**config.mk**
```make
export PLATFORM = sky130hd
export DESIGN_NAME = muldiv_unit
export DESIGN_NICKNAME = d
export VERILOG_FILES = /design/src/rtl/muldiv_unit_pkg.sv /design/src/rtl/muldiv_unit_negate.sv /design/src/rtl/muldiv_unit.sv
export SDC_FILE = /design/constraint.sdc
export NUM_CORES = 1
export LEC_CHECK = 0
export CELL_PAD_IN_SITES_DETAIL_PLACEMENT = 0
export CELL_PAD_IN_SITES_GLOBAL_PLACEMENT = 1
export CORE_MARGIN = 2
export CORE_UTILIZATION = 41
export CTS_CLUSTER_SIZE = 24
export DETAILED_ROUTE_END_ITERATION = 16
export PLACE_DENSITY_LB_ADDON = 0.15
export SETUP_SLACK_MARGIN = 0.4
export SLEW_MARGIN = 5
export SYNTH_ARGS = -nofsm -noshare
export SYNTH_HDL_FRONTEND = slang
export SYNTH_SLANG_ARGS = --single-unit
```
**constraint.sdc**
```tcl
create_clock -name CLK -period 3.6 [get_ports CLK]
set_input_delay 0.72 -clock CLK [delete_from_list [all_inputs] [get_ports CLK]]
set_output_delay 0.72 -clock CLK [all_outputs]
set_load 0.05 [all_outputs]
```
**src/rtl/muldiv_unit_pkg.sv**
```systemverilog
`default_nettype none
// ============================================================================
//  Module      : muldiv_unit_pkg
//  Description : Shared operation codes, state encodings and op-class helpers
//                for the iterative RV32M multiply/divide unit.
//  Revision    : 1.0 - initial release
// ============================================================================
package muldiv_unit_pkg;

    // ALU SELECT codes (shared encoding with the single-cycle ALU)
    localparam logic [4:0] c_sel_mul    = 5'b01011;
    localparam logic [4:0] c_sel_mulh   = 5'b01100;
    localparam logic [4:0] c_sel_mulhsu = 5'b01101;
    localparam logic [4:0] c_sel_mulhu  = 5'b01110;
    localparam logic [4:0] c_sel_div    = 5'b01111;
    localparam logic [4:0] c_sel_divu   = 5'b10000;
    localparam logic [4:0] c_sel_rem    = 5'b10001;
    localparam logic [4:0] c_sel_remu   = 5'b10010;

    localparam logic [2:0] c_st_idle = 3'd0;
    localparam logic [2:0] c_st_prep = 3'd1;
    localparam logic [2:0] c_st_calc = 3'd2;
    localparam logic [2:0] c_st_fix  = 3'd3;
    localparam logic [2:0] c_st_done = 3'd4;

    function automatic logic sel_valid(input logic [4:0] sel);
        return (sel >= c_sel_mul) && (sel <= c_sel_remu);
    endfunction

    function automatic logic sel_is_mul(input logic [4:0] sel);
        return (sel >= c_sel_mul) && (sel <= c_sel_mulhu);
    endfunction

    function automatic logic sel_signed_a(input logic [4:0] sel);
        return (sel == c_sel_mul) || (sel == c_sel_mulh) || (sel == c_sel_mulhsu) ||
               (sel == c_sel_div) || (sel == c_sel_rem);
    endfunction

    function automatic logic sel_signed_b(input logic [4:0] sel);
        return (sel == c_sel_mul) || (sel == c_sel_mulh) ||
               (sel == c_sel_div) || (sel == c_sel_rem);
    endfunction

    function automatic logic sel_is_rem(input logic [4:0] sel);
        return (sel == c_sel_rem) || (sel == c_sel_remu);
    endfunction

endpackage
`default_nettype wire

```
**src/rtl/muldiv_unit_negate.sv**
```systemverilog
`default_nettype none
// ============================================================================
//  Module      : muldiv_unit_negate
//  Description : Conditional two's-complement negation, parameterised width.
//  Revision    : 1.0 - initial release
// ============================================================================
module muldiv_unit_negate #(
    parameter int WIDTH = 32
) (
    input  logic [WIDTH-1:0] i_value,
    input  logic             i_negate,
    output logic [WIDTH-1:0] o_value
);

    localparam logic [WIDTH-1:0] c_one = WIDTH'(1);

    assign o_value = i_negate ? ((~i_value) + c_one) : i_value;

endmodule
`default_nettype wire

```
**src/rtl/muldiv_unit.sv**
```systemverilog
`default_nettype none
// ============================================================================
//  Module      : muldiv_unit
//  Description : Iterative RV32M multiply/divide unit with start/busy/done
//                handshake; shift-add multiply, restoring divide.
//  Revision    : 1.0 - initial release
// ============================================================================
module muldiv_unit
    import muldiv_unit_pkg::*;
#(
    parameter int XLEN = 32,
    parameter int ITER = 32
) (
    input  logic            CLK,
    input  logic            RESET,
    input  logic            START,
    input  logic [4:0]      SELECT,
    input  logic [XLEN-1:0] DATA1,
    input  logic [XLEN-1:0] DATA2,
    output logic            BUSY,
    output logic            DONE,
    output logic [XLEN-1:0] RESULT
);

    localparam int                c_cnt_w   = $clog2(ITER + 1);
    localparam logic [c_cnt_w-1:0] c_iter    = c_cnt_w'(ITER);
    localparam logic [c_cnt_w-1:0] c_cnt_one = c_cnt_w'(1);
    localparam logic [XLEN-1:0]    c_min_neg = {1'b1, {(XLEN-1){1'b0}}};

    logic [2:0]         r_state;
    logic [c_cnt_w-1:0] r_cnt;
    logic [4:0]         r_op;
    logic [XLEN-1:0]    r_data1;
    logic [XLEN-1:0]    r_data2;
    logic [XLEN-1:0]    r_opb;
    logic [2*XLEN-1:0]  r_prod;
    logic [XLEN-1:0]    r_quot;
    logic [XLEN-1:0]    r_rem;
    logic               r_neg_q;
    logic               r_neg_r;
    logic               r_special;
    logic [XLEN-1:0]    r_spec_val;
    logic               r_busy;
    logic               r_done;
    logic [XLEN-1:0]    r_result;

    logic               w_is_mul;
    logic               w_neg_a;
    logic               w_neg_b;
    logic [XLEN-1:0]    w_mag_a;
    logic [XLEN-1:0]    w_mag_b;
    logic               w_div0;
    logic               w_ovf;
    logic [XLEN-1:0]    w_spec_val;
    logic [XLEN:0]      w_sum;
    logic [XLEN:0]      w_shift;
    logic               w_ge;
    logic [XLEN-1:0]    w_diff;
    logic [2*XLEN-1:0]  w_prod_fix;
    logic [XLEN-1:0]    w_quot_fix;
    logic [XLEN-1:0]    w_rem_fix;
    logic [XLEN-1:0]    w_fix_val;

    assign w_is_mul = sel_is_mul(r_op);
    assign w_neg_a  = sel_signed_a(r_op) & r_data1[XLEN-1];
    assign w_neg_b  = sel_signed_b(r_op) & r_data2[XLEN-1];

    muldiv_unit_negate #(.WIDTH(XLEN)) u_mag_a (
        .i_value (r_data1),
        .i_negate(w_neg_a),
        .o_value (w_mag_a)
    );

    muldiv_unit_negate #(.WIDTH(XLEN)) u_mag_b (
        .i_value (r_data2),
        .i_negate(w_neg_b),
        .o_value (w_mag_b)
    );

    // Divide corner cases resolved in PREP so CALC can be skipped entirely
    assign w_div0 = (r_data2 == '0);
    assign w_ovf  = ((r_op == c_sel_div) || (r_op == c_sel_rem)) &&
                    (r_data1 == c_min_neg) && (r_data2 == '1);

    always_comb begin
        w_spec_val = '0;
        if (w_div0) begin
            w_spec_val = sel_is_rem(r_op) ? r_data1 : '1;
        end else if (w_ovf) begin
            w_spec_val = sel_is_rem(r_op) ? '0 : c_min_neg;
        end
    end

    assign w_sum   = {1'b0, r_prod[2*XLEN-1:XLEN]} + {1'b0, (r_prod[0] ? r_opb : '0)};
    assign w_shift = {r_rem, r_quot[XLEN-1]};
    assign w_ge    = (w_shift >= {1'b0, r_opb});
    // Partial remainder stays below the divisor, so the low bits hold the exact difference
    assign w_diff  = w_shift[XLEN-1:0] - r_opb;

    muldiv_unit_negate #(.WIDTH(2*XLEN)) u_fix_p (
        .i_value (r_prod),
        .i_negate(r_neg_q),
        .o_value (w_prod_fix)
    );

    muldiv_unit_negate #(.WIDTH(XLEN)) u_fix_q (
        .i_value (r_quot),
        .i_negate(r_neg_q),
        .o_value (w_quot_fix)
    );

    muldiv_unit_negate #(.WIDTH(XLEN)) u_fix_r (
        .i_value (r_rem),
        .i_negate(r_neg_r),
        .o_value (w_rem_fix)
    );

    always_comb begin
        w_fix_val = w_quot_fix;
        case (r_op)
            c_sel_mul:                          w_fix_val = w_prod_fix[XLEN-1:0];
            c_sel_mulh, c_sel_mulhsu, c_sel_mulhu: w_fix_val = w_prod_fix[2*XLEN-1:XLEN];
            c_sel_rem, c_sel_remu:              w_fix_val = w_rem_fix;
            default:                            w_fix_val = w_quot_fix;
        endcase
    end

    always_ff @(posedge CLK) begin
        if (RESET) begin
            r_state    <= c_st_idle;
            r_cnt      <= '0;
            r_op       <= '0;
            r_data1    <= '0;
            r_data2    <= '0;
            r_opb      <= '0;
            r_prod     <= '0;
            r_quot     <= '0;
            r_rem      <= '0;
            r_neg_q    <= 1'b0;
            r_neg_r    <= 1'b0;
            r_special  <= 1'b0;
            r_spec_val <= '0;
            r_busy     <= 1'b0;
            r_done     <= 1'b0;
            r_result   <= '0;
        end else begin
            r_done <= 1'b0;
            case (r_state)
                c_st_idle: begin
                    if (START && sel_valid(SELECT)) begin
                        r_op    <= SELECT;
                        r_data1 <= DATA1;
                        r_data2 <= DATA2;
                        r_busy  <= 1'b1;
                        r_state <= c_st_prep;
                    end
                end
                c_st_prep: begin
                    r_neg_q    <= w_neg_a ^ w_neg_b;
                    r_neg_r    <= w_neg_a;
                    r_cnt      <= c_iter;
                    r_special  <= !w_is_mul && (w_div0 || w_ovf);
                    r_spec_val <= w_spec_val;
                    if (w_is_mul) begin
                        r_opb  <= w_mag_a;
                        r_prod <= {{XLEN{1'b0}}, w_mag_b};
                    end else begin
                        r_opb  <= w_mag_b;
                        r_quot <= w_mag_a;
                        r_rem  <= '0;
                    end
                    r_state <= (!w_is_mul && (w_div0 || w_ovf)) ? c_st_fix : c_st_calc;
                end
                c_st_calc: begin
                    r_cnt <= r_cnt - c_cnt_one;
                    if (w_is_mul) begin
                        r_prod <= {w_sum, r_prod[XLEN-1:1]};
                    end else begin
                        r_quot <= {r_quot[XLEN-2:0], w_ge};
                        r_rem  <= w_ge ? w_diff : w_shift[XLEN-1:0];
                    end
                    if (r_cnt == c_cnt_one) begin
                        r_state <= c_st_fix;
                    end
                end
                c_st_fix: begin
                    r_result <= r_special ? r_spec_val : w_fix_val;
                    r_busy   <= 1'b0;
                    r_done   <= 1'b1;
                    r_state  <= c_st_done;
                end
                c_st_done: begin
                    r_state <= c_st_idle;
                end
                default: begin
                    r_state <= c_st_idle;
                end
            endcase
        end
    end

    assign BUSY   = r_busy;
    assign DONE   = r_done;
    assign RESULT = r_result;

endmodule
`default_nettype wire

```
# Yosys cells after proc, flatten, opt, wreduce, memory -nomap -nowiden
# Cells that the tools add are included.
# classes
n_mul,0
bitwise_logic,8
order_cmp,5
add_sub_neg,8
shift,0
muxes,31
n_eq_ne,19
div,0
n_reduce_logical,27
# ops
cell,count
32-bit two-way mux,16
64-bit two-way mux,3
32-bit by 1-bit adder with 32-bit output (second input constant),4
32-bit inverter,4
32-bit one-hot mux with 2 select lines,2
64-bit one-hot mux with 2 select lines,1
32-bit one-hot mux with 3 select lines,1
64-bit by 1-bit adder with 64-bit output (second input constant),1
32-bit == test (second input constant),2
64-bit inverter,1
32-bit by 32-bit adder with 33-bit output,1
33-bit by 32-bit greater-or-equal comparator with 1-bit output,1
32-bit logical NOT,1
32-bit subtractor,1
5-bit by 4-bit == test with 1-bit output (second input constant),5
2-bit != test (second input constant),6
3-bit one-hot mux with 4 select lines,1
6-bit one-hot mux with 2 select lines,1
5-bit == test (second input constant),2
5-bit by 4-bit greater-or-equal comparator with 1-bit output (second input constant),2
1-bit logical OR,9
3-bit by 2-bit == test with 1-bit output (second input constant),2
6-bit by 1-bit == test with 1-bit output (second input constant),1
1-bit logical AND,6
other kinds (16),24
# totals
elab_cells,114
latchBits,0
output_inout_bits,34
ramBits,0
memories,0
reg_bits,307
rom_bits,0

# Logic depth before layout (Yosys ltp)
# logic_depth
ltp_word,9
ltp_mapped,13
ltp_nobuf,13

# Cells and area by module
# A second synthesis with hierarchy kept.
# unflattened
cells_unflattened,2718
hier_area_um2,21255.4
# modules_own_cells
module,cells_per_inst,area_per_inst_um2,n_inst
muldiv_unit,2116,16498.3,1
muldiv_unit_negate (u_fix_q ...),99,777.0,4
muldiv_unit_negate (u_fix_p),206,1649.1,1

# Worst setup path after synthesis
# No wires, ideal clock.
# synth_path
path_type,flip-flop to flip-flop
start,register r_rem[0]
end,register r_rem[12]
required_ns,3.475
path_slack_ns,0.277
setup_ns,0.125
stages_incl_launch_ff,12
arrival_time_ns,3.198
cell_sequence,dfxtp_1 ha_1 nor2b_1 o31a_1 o31a_1 o31a_1 a21boi_1 o21ai_1 a311oi_1 buf_2 nand2b_1 o21ai_1
# synth_via
elab_chain_cells,4
# synth_rtl
item,line,text
from (decl),muldiv_unit.sv:38,logic [XLEN-1:0] r_rem;
from (signal assigned),muldiv_unit.sv:180,r_rem <= w_ge ? w_diff : w_shift[XLEN-1:0];
32-bit subtractor or 33-bit by 32-bit greater-or-equal comparator with 1-bit output (tied branches),"muldiv_unit.sv:98, muldiv_unit.sv:96",
32-bit two-way mux *,muldiv_unit.sv:180,
32-bit two-way mux *,muldiv_unit.sv:176,if (w_is_mul) begin
32-bit one-hot mux with 2 select lines *,muldiv_unit.sv:148,case (r_state)
# Mark *: on every way between the ends. The rest lies on a longest branch, timed or not. The select of a mux whose other input is x is not followed.
# A chain may end at the register's enable or synchronous reset.

# Worst setup path after layout
# layout_path
start,register r_prod[18]
end,register r_result[9] (netlist: RESULT[9])
# layout_via
elab_chain_cells,5
# layout_rtl
item,line,text
from (decl),muldiv_unit.sv:36,logic [2*XLEN-1:0] r_prod;
from (signal assigned),muldiv_unit.sv:166,"r_prod <= {{XLEN{1'b0}}, w_mag_b};"
from (signal assigned),muldiv_unit.sv:177,"r_prod <= {w_sum, r_prod[XLEN-1:1]};"
64-bit inverter,muldiv_unit_negate.sv:17,assign o_value = i_negate ? ((~i_value) + c_one) : i_value;
64-bit by 1-bit adder with 64-bit output,muldiv_unit_negate.sv:17,
64-bit two-way mux,muldiv_unit_negate.sv:17,
32-bit one-hot mux with 3 select lines,muldiv_unit.sv:120,case (r_op)
32-bit two-way mux,muldiv_unit.sv:187,r_result <= r_special ? r_spec_val : w_fix_val;
to (signal assigned),muldiv_unit.sv:187,
to (decl),muldiv_unit.sv:45,logic [XLEN-1:0] r_result;
# Every way passes these cells.

==> impl_results.md <==
* Outcome: finished, final reports clean
* Number of synthesized flops with an enable pin at 0
* Max Clk Rate at 307 MHz
* Total inserted antenna cells at 0
* Slew Limit Fails at 0
* Clock Latency Late Sink at 580 ps
* GRT Total Usage at 31.2%
* Post-route DRC violation count at 0
* Measured slew at the worst slew-check pin at 1180 ps
* Worst Hold Class: flip-flop to flip-flop
* Final std cells w/o fill at 3423
* H-tree lvl count at 2
* DR iter-0 viols at 2054
* Post-Synthesis Net Count at 2813
* Total CTS buffers at 39
* Fin crit share at 90.5%
* Setup Crit Path Kind: flip-flop to flip-flop
* Pin count of the biggest net entering global routing at 139
* Minimum clock period at 3260 ps
* WL/cell at 23.7 um
* TritonCTS clock tree: built
* Number of global-route vias before repair at 18.9k
* Commonest cells after routing, fill and taps aside: nand2_1, dfxtp_1, a21oi_1, nor2_1, buf_4
* Clock Tree Buf Depth at 3
* Fill count at 4833
* PortBufs at 105
* ANT nets after route at 0
* Power per standard cell area at 404 nW/um2
* Hold depth at 2
* Area Growth Syn to Fin at 22.2%
* Dpl ws at 120 ps
* Syn. warnings at 0
* Max VDD drop at 0.309 mV
* Worst r2r dst: RESULT[9]
* Seq/Total Area, Yosys at 30.6%
* Share of layout cells above drive strength 1 at 13.0%
* Worst Setup SP: r_prod[18]
* First-pass GRT wire length at 120000 um
* Die H at 225 um
* Clk Tree Root Cell: clkbuf_16
* Worst EP arrival at 3710 ps
* Post-Synthesis Cell Area at 20100 um2
* CTS clock-pin slew for the worst setup and hold paths at 60 ps
* Asr flop ratio synth at 0%
* Initial Util at 41.2%
* Core region area at 48600 um2
* Critical Path End Type: flip-flop
* Final setup vio count at 0
* Hold wc startpoint: r_spec_val[25]
* Final Core Density at 50.4%
* Global route overflow at 0
* Post-Place Cells at 3326
* Initial antenna violation count at 0
* Io pins at 106
* Clock Skews at 25.3 ps
* Worst setup margin at 343 ps
* Cells on worst reg2reg path at 8
* RSZ-0062 raised after global routing: yes
* GPL Wtd Cong at 1.02
* Commonest non-fill, non-tap cell in the layout: nand2_1
* Crit Path Max Fanout at 6
* FF-to-FF setup slack at 340 ps
* Normalized max-slew margin at 21.2%
* Post-Synthesis Cells at 2667
* # rows at 81
* Critical path launch point type: flip-flop
* Req. time, crit path at 4060 ps
* Pleak at 9.49 nW
* Nets at 2917
* TNS Setup at 0 ps
* DR vias at 20.5k
* Yosys reg bits at 307
* Reg area at 6170 um2
* Final wirelength at 81100 um
* Reg2reg start: r_prod[18]
* Die Area at 50700 um2
* Pre-antenna DRT Iters at 6
* Worst Hold Margin at 450 ps
* Max cap viols at 0
* Multi-input gate area at 13600 um2
* Avg Inst Size Synth at 7.52 um2
* Clock Sinks at 307
* Worst Hold Path EP: r_spec_val[25]
* Synth cell types at 79
* Post-synth top flop: dfxtp_1
* Vias/cell at 5.98
* Fin. Hold Viols at 0
* Die extent in x at 225 um
* Dpl hpwl at 61000 um
[power by group]
group,switching (mW),internal (mW),leakage [nW]
combinational,1.14,0.949,6.32
clock,1.65,2.59,0.681
sequential,0.119,3.47,2.49
[metal layers]
layer  share of wire (%)  wire length [um]  vias up  global-route usage, %
met5                   0                 0        -                      0
met4                 4.8              3930        0                   13.4
met3                 6.2              5020      163                   4.09
met2                  44             35800      750                   49.0
met1                  45             36300     9772                   43.0
li1                    -                 -     9800                      -
[flip-flops by register name, summed over array words and instances, names as in the netlist]
register / count
r_prod: 64
RESULT: 32
r_data1: 32
r_data2: 32
r_opb: 32
r_quot: 32
r_rem: 32
r_spec_val: 32
r_cnt: 6
r_op: 5
r_state: 3
BUSY: 1
DONE: 1
r_neg_q: 1
r_neg_r: 1
r_special: 1
[stage by stage]
stage / total power, mW / cell area, um2
floorplan: 4.72 / 20100
detailed placement: 5.36 / 22200
global placement: 5.35 / 22200
global route: 10.3 / 24500
CTS: 9.86 / 24100
finish: 9.91 / 24500
[cell families after synthesis]
kind of cell,count (synthesis),share of synthesized area [%]
xor gates and xnor gates,234,10.2
muxes,30,1.51
adders and majority gates,74,4.69
DFF,307,30.6
buffers and inverters,247,4.65
and+or+nand+nor,911,20.8
AOI/OAI and AO/OA,864,27.5
[how the worst max path moves through the flow]
| stage | end | slack [ps] | cells past startpoint |
|---|---|---|---|
| final | RESULT[9] | 340 | 8 |
| after global routing | RESULT[31] | 260 | 10 |
| after CTS | RESULT[31] | 350 | 11 |
| after detailed placement | r_rem[29] | 120 | 12 |
| after global placement | RESULT[29] | 150 | 9 |
| after floorplan | r_rem[12] | 460 | 11 |
[layout make-up]
cell class | instances | share of cell area [%]
Clock buffer | 53 | 4.66
Clock inverter | 18 | 0.960
Inverter | 64 | 0.990
Multi-Input combinational cell | 2113 | 55.6
Sequential cell | 307 | 25.2
Tap cell | 622 | 3.17
Timing Repair Buffer | 246 | 9.41
[cell usage after synthesis, types with 45 or more instances]
cell | n | share of area [%]
a21oi_1 | 279 | 7.0
nor2_1 | 235 | 4.4
o211ai_1 | 61 | 2.3
a211oi_1 | 49 | 1.8
o21ai_1 | 88 | 2.2
clkbuf_1 | 160 | 3.0
nand2_1 | 403 | 7.5
o31ai_1 | 58 | 2.2
xor2_1 | 122 | 5.3
o21ai_0 | 90 | 2.2
dfxtp_1 | 307 | 31
inv_1 | 64 | 1.2
xnor2_1 | 112 | 4.9
ha_1 | 72 | 4.5
or3_1 | 45 | 1.4
[repair_timing]
action                                  CTS  global route
setup buffers                            14             9
hold buffers                              0             0
cloned                                    2             1
pin swaps                                15            30
endpoints found under the setup margin   65            78
resized for setup                        56            86
[worst max-delay path, cell delays in order, from the launching register on]
cell and delay [ps]:
dfxtp_2 320, or4_4 550, or4b_4 530, nand4b_4 270, or4_4 500, o41ai_4 280, xnor2_2 140, a2111oi_4 410
o21ai_1 120
Power figures use the tool's default switching activity.
==> patch (config.mk and constraints unchanged) <==
Put one more register stage on the output `RESULT`, with the module's reset. The value now appears one clock later. The other outputs are not delayed to match.
--- a/src/rtl/muldiv_unit.sv
+++ b/src/rtl/muldiv_unit.sv
@@ -201,7 +201,13 @@
 
     assign BUSY   = r_busy;
     assign DONE   = r_done;
-    assign RESULT = r_result;
+    always_ff @(posedge CLK) begin
+        if (RESET) begin
+            RESULT <= '0;
+        end else begin
+            RESULT <= r_result;
+        end
+    end
 
 endmodule
 `default_nettype wire
Behaviour: not the same (Yosys sat finds a counterexample within 4 cycles, from zero or initial values and one cycle with RESET high).
==> patch against the original RTL <==
Design area increased by 5.2%; sequential cell count increased by 32; area after synthesis increased by 5.0%; die area increased by 4.9%; worst setup slack improved by 0.026 ns; via count increased by 6.2%; wire length increased by 6.0%; fmax increased by 0.80%; critical endpoint is now r_result[27]$_SDFFE_PP0P_.
Power is not compared: it rests on default switching activity, and its combinational part moved more than twofold at a synthesized area within 25%.
==> patch: results (changes against the original RTL) <==
| Metric | Value |
|---|---|
| Fin nets | 3076 (+5.5%) |
| Total track usage | 31.3% (about the same) |
| Initial DRC Count | 1990 (-3.1%) |
| RR Startpoint | r_quot[15]$_SDFFE_PP0P_ |
| I/O Buffers | 105 (unchanged) |
| R2r setup slk | 0.37 ns (+0.03 ns) |
| Highest metal used | met5 |
| Worst-margin pin slew | 0.945 ns (-0.233 ns) |
| DRT Wirelength | 85.9 mm (+6.0%) |
| First-pass GRT wire length | 127 mm (+5.4%) |
| Run status | finished, final reports clean |
| Netlist cell types | 77 (-2.5%) |
| Compound-gate portion of the synthesized area | 26.0% (-1.5 points) |
| Placed cells | 3544 (+6.6%) |
| DR WL/cell | 23.6 um (-0.50%) |
| DR WL met3 | 6.29 mm (+25%) |
| Met1 Usage GRT | 42.5% (-0.47 points) |
| Dpl ws | -0.195 ns (-0.315 ns) |
| Largest net degree at the start of global routing | 86 (-38%) |
| Hold Path Cell Cnt | 1 (-1) |
| Number of global-route vias before repair | 20055 (+6.2%) |
| Register-to-Register Path Depth | 9 (+1) |
| Commonest cells post-synth | nand2_1 (451), dfxtp_1 (339), a21oi_1 (301) |
| Num CTS Buffers | 43 (+10%) |
| PostCTS Resize Cnt | 39 (-30%) |
| Sequential element share of the synthesized area | 32.2% (+1.6 points) |
| Worst Hold End | RESULT[17]$_SDFF_PP0_ |
| DRT met1 WL | 37.4 mm (+3.1%) |
| DP Area | 23400 um^2 (+5.1%) |
| DR vias | 21754 (+6.2%) |
| Post-Syn Instances | 2818 (+5.7%) |
| First-pass iteration count of the detailed router | 7 (+1) |
| Post-CTS setup buffers | 9 (-5) |
| Final GP Congestion | 0.974 (-4.4%) |
| Met2 GRT Util | 48.3% (-0.75 points) |
| Xor-xnor portion of the synthesized cell area | 9.31% (-0.90 points) |
| Mux share of post-synthesis cell area | 1.33% (-0.18 points) |
| Layout fillers | 5111 (+5.8%) |
| Grt met3 use | 5.35% (+1.3 points) |
| Layout cells sized above 1 | 12.1% (-0.92 points) |
| WL met2 | 37.6 mm (+4.9%) |
| Syn_nets | 2964 (+5.4%) |
| CP endpoint | r_result[27]$_SDFFE_PP0P_ |
| Min Hold Slack | 0.446 ns (-0.00431 ns) |
| Synth area leaders | dfxtp_1 (32%), nand2_1 (8.0%), a21oi_1 (7.2%) |
-- patch: cell types whose count changed in the layout (fill, tap and decap cells not counted), moves of 13 or more --
cell	delta
a21oi_1	+27
a22o_1	-15
buf_4	+13
dfxtp_1	+37
nand2_1	+48
nand3_1	+19
nor2_1	+21
nor2b_1	+27
o21ai_0	+92
o21ai_1	-76
o41ai_1	+15
-- patch: power by group through the flow --
stage	Combinational, mW	Sequential (mW)	Clock [mW]
detailed placement	4.95	4.18	0
finish	6.03	4.12	4.57
CTS	5.14	4.10	4.64
global route	6.47	4.14	4.79
floorplan	3.39	4.10	0
global placement	4.91	4.18	0
-- patch: layout make-up --
cell class	count	area [um^2]	share of cell area (%)
Multi-Input combinational cell	2218	14000	54.3
Sequential cell	339	6810	26.4
Timing Repair Buffer	258	2380	9.24
Clock buffer	63	1250	4.86
Tap cell	680	851	3.30
Inverter	70	263	1.02
Clock inverter	16	233	0.903
Antenna cell	1	2.50	0.00971
